==> src/rtl/bar_graph_multi_renderer.sv <==
// Draws NUM_BARS vertical bars, one pixel per cycle, repainting each full MAX_H column
// so a shrinking bar is erased in the same pass. A start/busy/done handshake sequences redraws.
module bar_graph_multi_renderer #(
    parameter int NUM_BARS = 4,
    parameter int BAR_W    = 8,
    parameter int BAR_GAP  = 4,
    parameter int MAX_H    = 100,
    parameter int H_W      = 7
) (
    input  logic                    clk,
    input  logic                    reset,
    input  logic                    start,
    input  logic                    clear_only,
    input  logic [8:0]              base_x,
    input  logic [7:0]              base_y,
    input  logic [NUM_BARS*H_W-1:0] heights,
    input  logic [2:0]              bar_colour,
    input  logic [2:0]              bg_colour,
    output logic [8:0]              x_coord,
    output logic [7:0]              y_coord,
    output logic [2:0]              colour,
    output logic                    plot,
    output logic                    busy,
    output logic                    done
);
    localparam int IW     = (NUM_BARS > 1) ? $clog2(NUM_BARS) : 1;
    localparam int CW     = (BAR_W > 1) ? $clog2(BAR_W) : 1;
    localparam int STRIDE = BAR_W + BAR_GAP;

    typedef enum logic [1:0] {IDLE, DRAW, DONE} state_t;

    state_t                     state_q, state_d;
    logic [8:0]                 bx_q, bx_d;
    logic [7:0]                 by_q, by_d;
    logic [2:0]                 barc_q, barc_d;
    logic [2:0]                 bgc_q, bgc_d;
    logic [NUM_BARS-1:0][7:0]   h_q, h_d, h_in;
    logic [IW-1:0]              i_q, i_d, ni;
    logic [7:0]                 r_q, r_d, nr;
    logic [CW-1:0]              c_q, c_d, nc;
    logic                       last;
    logic [8:0]                 x_q, x_d;
    logic [7:0]                 y_q, y_d;
    logic [2:0]                 col_q, col_d;
    logic                       plot_q, plot_d;
    logic                       busy_q, busy_d;
    logic                       done_q, done_d;

    // Heights as they will be latched: erase forces zero, otherwise clamp to the column height.
    genvar gi;
    generate
        for (gi = 0; gi < NUM_BARS; gi++) begin : g_clamp
            assign h_in[gi] = clear_only ? 8'd0 :
                              (32'(heights[gi*H_W +: H_W]) > 32'(MAX_H)) ? 8'(MAX_H) :
                              8'(heights[gi*H_W +: H_W]);
        end
    endgenerate

    // Scan position of the pixel following the one currently on the outputs.
    always_comb begin
        last = (i_q == IW'(NUM_BARS - 1)) && (r_q == 8'(MAX_H - 1)) && (c_q == CW'(BAR_W - 1));
        ni   = i_q;
        nr   = r_q;
        nc   = c_q + 1'b1;
        if (c_q == CW'(BAR_W - 1)) begin
            nc = '0;
            if (r_q == 8'(MAX_H - 1)) begin
                nr = '0;
                ni = i_q + 1'b1;
            end else begin
                nr = r_q + 8'd1;
            end
        end
    end

    always_comb begin
        state_d = state_q;
        bx_d    = bx_q;
        by_d    = by_q;
        barc_d  = barc_q;
        bgc_d   = bgc_q;
        h_d     = h_q;
        i_d     = i_q;
        r_d     = r_q;
        c_d     = c_q;
        x_d     = x_q;
        y_d     = y_q;
        col_d   = col_q;
        plot_d  = 1'b0;
        busy_d  = 1'b0;
        done_d  = 1'b0;
        case (state_q)
            IDLE: begin
                if (start) begin
                    state_d = DRAW;
                    bx_d    = base_x;
                    by_d    = base_y;
                    barc_d  = bar_colour;
                    bgc_d   = bg_colour;
                    h_d     = h_in;
                    i_d     = '0;
                    r_d     = '0;
                    c_d     = '0;
                    // First pixel comes straight from the inputs so it appears the cycle after start.
                    x_d     = base_x;
                    y_d     = base_y;
                    col_d   = (h_in[0] != 8'd0) ? bar_colour : bg_colour;
                    plot_d  = 1'b1;
                    busy_d  = 1'b1;
                end
            end
            DRAW: begin
                if (last) begin
                    state_d = DONE;
                    done_d  = 1'b1;
                end else begin
                    i_d    = ni;
                    r_d    = nr;
                    c_d    = nc;
                    x_d    = 9'(32'(bx_q) + 32'(ni) * 32'(STRIDE) + 32'(nc));
                    y_d    = by_q - nr;
                    col_d  = (nr < h_q[ni]) ? barc_q : bgc_q;
                    plot_d = 1'b1;
                    busy_d = 1'b1;
                end
            end
            DONE: begin
                state_d = IDLE;
            end
            default: begin
                state_d = IDLE;
            end
        endcase
    end

    always_ff @(posedge clk) begin
        if (reset) begin
            state_q <= IDLE;
            bx_q    <= '0;
            by_q    <= '0;
            barc_q  <= '0;
            bgc_q   <= '0;
            h_q     <= '0;
            i_q     <= '0;
            r_q     <= '0;
            c_q     <= '0;
            x_q     <= '0;
            y_q     <= '0;
            col_q   <= '0;
            plot_q  <= 1'b0;
            busy_q  <= 1'b0;
            done_q  <= 1'b0;
        end else begin
            state_q <= state_d;
            bx_q    <= bx_d;
            by_q    <= by_d;
            barc_q  <= barc_d;
            bgc_q   <= bgc_d;
            h_q     <= h_d;
            i_q     <= i_d;
            r_q     <= r_d;
            c_q     <= c_d;
            x_q     <= x_d;
            y_q     <= y_d;
            col_q   <= col_d;
            plot_q  <= plot_d;
            busy_q  <= busy_d;
            done_q  <= done_d;
        end
    end

    assign x_coord = x_q;
    assign y_coord = y_q;
    assign colour  = col_q;
    assign plot    = plot_q;
    assign busy    = busy_q;
    assign done    = done_q;
endmodule

==> config.mk <==
export PLATFORM = sky130hd
export DESIGN_NAME = bar_graph_multi_renderer
export DESIGN_NICKNAME = d
export VERILOG_FILES = /design/src/rtl/bar_graph_multi_renderer.sv
export SDC_FILE = /design/constraint.sdc
export NUM_CORES = 1
export LEC_CHECK = 0
export CAP_MARGIN = 5
export CORE_ASPECT_RATIO = 0.9
export CORE_MARGIN = 1.5
export CORE_UTILIZATION = 40
export CTS_CLUSTER_SIZE = 16
export DETAILED_ROUTE_END_ITERATION = 16
export PLACE_DENSITY = 0.61
export SYNTH_ARGS = -nofsm -noshare
export SYNTH_HDL_FRONTEND = slang
export SYNTH_SLANG_ARGS = --single-unit
export TNS_END_PERCENT = 1
==> constraint.sdc <==
create_clock -name clk -period 6 [get_ports clk]
set_input_delay 1.2 -clock clk [delete_from_list [all_inputs] [get_ports clk]]
set_output_delay 1.2 -clock clk [all_outputs]
set_load 0.01 [all_outputs]
==> results.toml <==
[status]
status = "finished clean"

[clock_network]
cts_inserted_buffers = 9
cts.sinks = 88
cts_tree = "built"
post_cts_resized = 0
clk_pin_slew_worst_paths_ps = 70
clk_latency_ps = 350
htree_levels = 3
cts_setup_buffers = 0
root_buffer = "clkbuf_16"
max-clock-path-buffers = 2
cts_hold_buf = 0

[timing]
worst_pin_slew_ps = 834.5
slew_violations = 0
final-hold-violation-count = 0
fin_crit_sh_pct = 66.49
max_slew_margin_pct = 44.16
grt_setup_unrepaired = "false"
finClkSkew_ps = 6.205
min_period_ps = 3990
finalSetupViolCount = 0
worst_slack_ps = 2010
fmax_ghz = 0.2507
setup-tns-final_ps = 0

[place]
pre_cts_slack_ps = 2047
gp_congestion = 0.8938
dp_cells = 787
port_buffers = 77
hpwl_um = 9413

[global_routing]
track_usage_pct = 20.44
grt_antenna_before_repair = 0
grt_pass1_wl_um = 20270
grt_overflow = 0
grt_max_degree = 44
grt_pass1_vias = 4239

[synthesis]
postSynthCellCount = 579
syn_area_per_cell_sq_um = 8.168
synth-main-ff-cell = "dfxtp_1"
ys_warn_count = 0
ys_async_sr_fraction_pct = 0
ys_ff_latch = 88
syn-num-nets = 667
mappedNetlistArea_sq_um = 4730
synth_edf_count = 0
yosysSeqAreaShare_pct = 37.25
ys_types = 50

[setup_path]
required_ps = 6260
worstSetupPathType = "reg2reg"
worstSetupEndpointType = "register"
crit_path_max_fanout = 9
start_kind = "register"
arrival_ps = 4250

[routing]
vias_per_cell = 5.432
post_drt_wl_per_cell_um = 15.79
drt.antenna.violating_nets = 0
drt_wl_total_um = 12680
first_pass_iters = 4
dr_total_vias = 4362
drt_iter0_markers = 255
drcViolationCount = 0

[floorplanning]
die_area_sq_um = 12490
io_pins = 78
die_h_um = 106.2
initial_core_util_pct = 41.19
die_w_um = 117.6
core_area_sq_um = 11480
rows = 37

[finish]
drive_gt1_share_pct = 6.801
layout.cells.non_filler = 803
area_growth_pct = 26.14
diodes = 0
final_util_pct = 51.96
nets = 730

[power_and_ir_drop]
powerDensity_nw_per_um2 = 257.2
power_w = 0.001535
leakage_nw = 2.313
ir_drop_mv = 0.1491

[hold_path]
min_path_type = "reg2reg"

[job]
drv_cap = 0
routing by layer:
metal  global-route usage [%]  share of wire [%]
met1                    27.18                 48
met2                    33.08                 47
met3                    4.399                3.7
met4                    6.794                1.9
met5                        0                  0
final timing paths:
| check | from | cells after the start | slack, ps | to |
|---|---|---|---|---|
| min | h_q[5] | 2 | 450 | h_q[5] |
| min reg2reg | h_q[5] | 2 | 450 | h_q[5] |
| max | c_q[0] | 17 | 2010 | x_coord[7] |
| max reg2reg | c_q[0] | 17 | 2010 | x_coord[7] |
per-stage QoR:
stage / hold WS (ps) / area [sq um]
finish: 453.8 / 5966
global route: 478.7 / 5966
CTS: 454.8 / 5966
detailed placement: 445.8 / 5615
global placement: 440.0 / 5615
floorplan: 428.7 / 4730
kinds of logic after synthesis:
family | synth area share (%)
adders and majority gates | 9.206
DFF | 37.25
AOI/OAI and AO/OA | 19.13
buffers and inverters | 5.000
and+or+nand+nor | 20.61
xor gates and xnor gates | 2.990
muxes | 5.820
final cells by class:
class,count,area [sq um]
fill,1127,5515
multi-input combinational,431,2731
sequential,88,1762
timing repair buffer,85,825.8
clock buffer,9,225.2
tap,156,195.2
clock inverter,7,125.1
inverter,27,101.3
placed cells by master (no fill, tap or decap), types with 4 or more instances in the layout:
| master | count |
|---|---|
| nor3_1 | 13 |
| nand3b_1 | 9 |
| nor2_1 | 51 |
| xor2_1 | 4 |
| mux2_2 | 4 |
| clkbuf_16 | 9 |
| a21oi_1 | 72 |
| clkdlybuf4s50_1 | 76 |
| nand3_1 | 16 |
| mux2i_1 | 5 |
| a31oi_1 | 5 |
| a22oi_1 | 8 |
| xnor2_1 | 9 |
| o21ai_1 | 5 |
| mux4_2 | 8 |
| nand2_1 | 102 |
| a211oi_1 | 13 |
| inv_1 | 27 |
| dfxtp_1 | 88 |
| o21ai_0 | 23 |
| nand2b_1 | 4 |
| o211ai_1 | 5 |
| ha_1 | 30 |
| nand4_1 | 4 |
| buf_4 | 8 |
where the power goes:
| part | internal, W | switching [W] | leakage (nW) |
|---|---|---|---|
| Clock | 0.000411 | 0.000245 | 0.171 |
| Combinational | 0.000115 | 0.000128 | 1.42 |
| Sequential | 0.000617 | 0.0000192 | 0.720 |
critical path, cell delays in order (launching register included):
cell,delay [ps]
dfxtp_1,350
ha_1,150
ha_1,340
nand4_1,300
nor2_8,250
mux2i_1,200
buf_4,190
inv_1,70
ha_1,270
inv_1,40
ha_1,270
ha_1,330
nor2b_1,160
o21a_1,170
o21ai_0,260
nand3_1,120
a31o_2,250
a211oi_1,180
cell usage after synthesis (9+ instances only):
library cell,count,area [sq um]
nand2_1,102,382.9
dfxtp_1,88,1762
a21oi_1,72,360.4
nor2_1,51,191.4
ha_1,30,375.4
inv_1,27,101.4
clkbuf_1,25,93.84
o21ai_0,23,115.1
nand3_1,16,80.08
a211oi_1,13,97.59
nor3_1,13,65.06
nand3b_1,9,67.56
xnor2_1,9,78.83
flip-flops by register name, indices dropped and copies added, names as in the netlist:
name,count
barc_q,3
c_q,3
bgc_q,3
busy,1
y_coord,8
r_q,8
colour,3
done,1
h_q,28
i_q,2
by_q,8
bx_q,9
state_q,2
x_coord,9
Power figures use the tool's default switching activity.
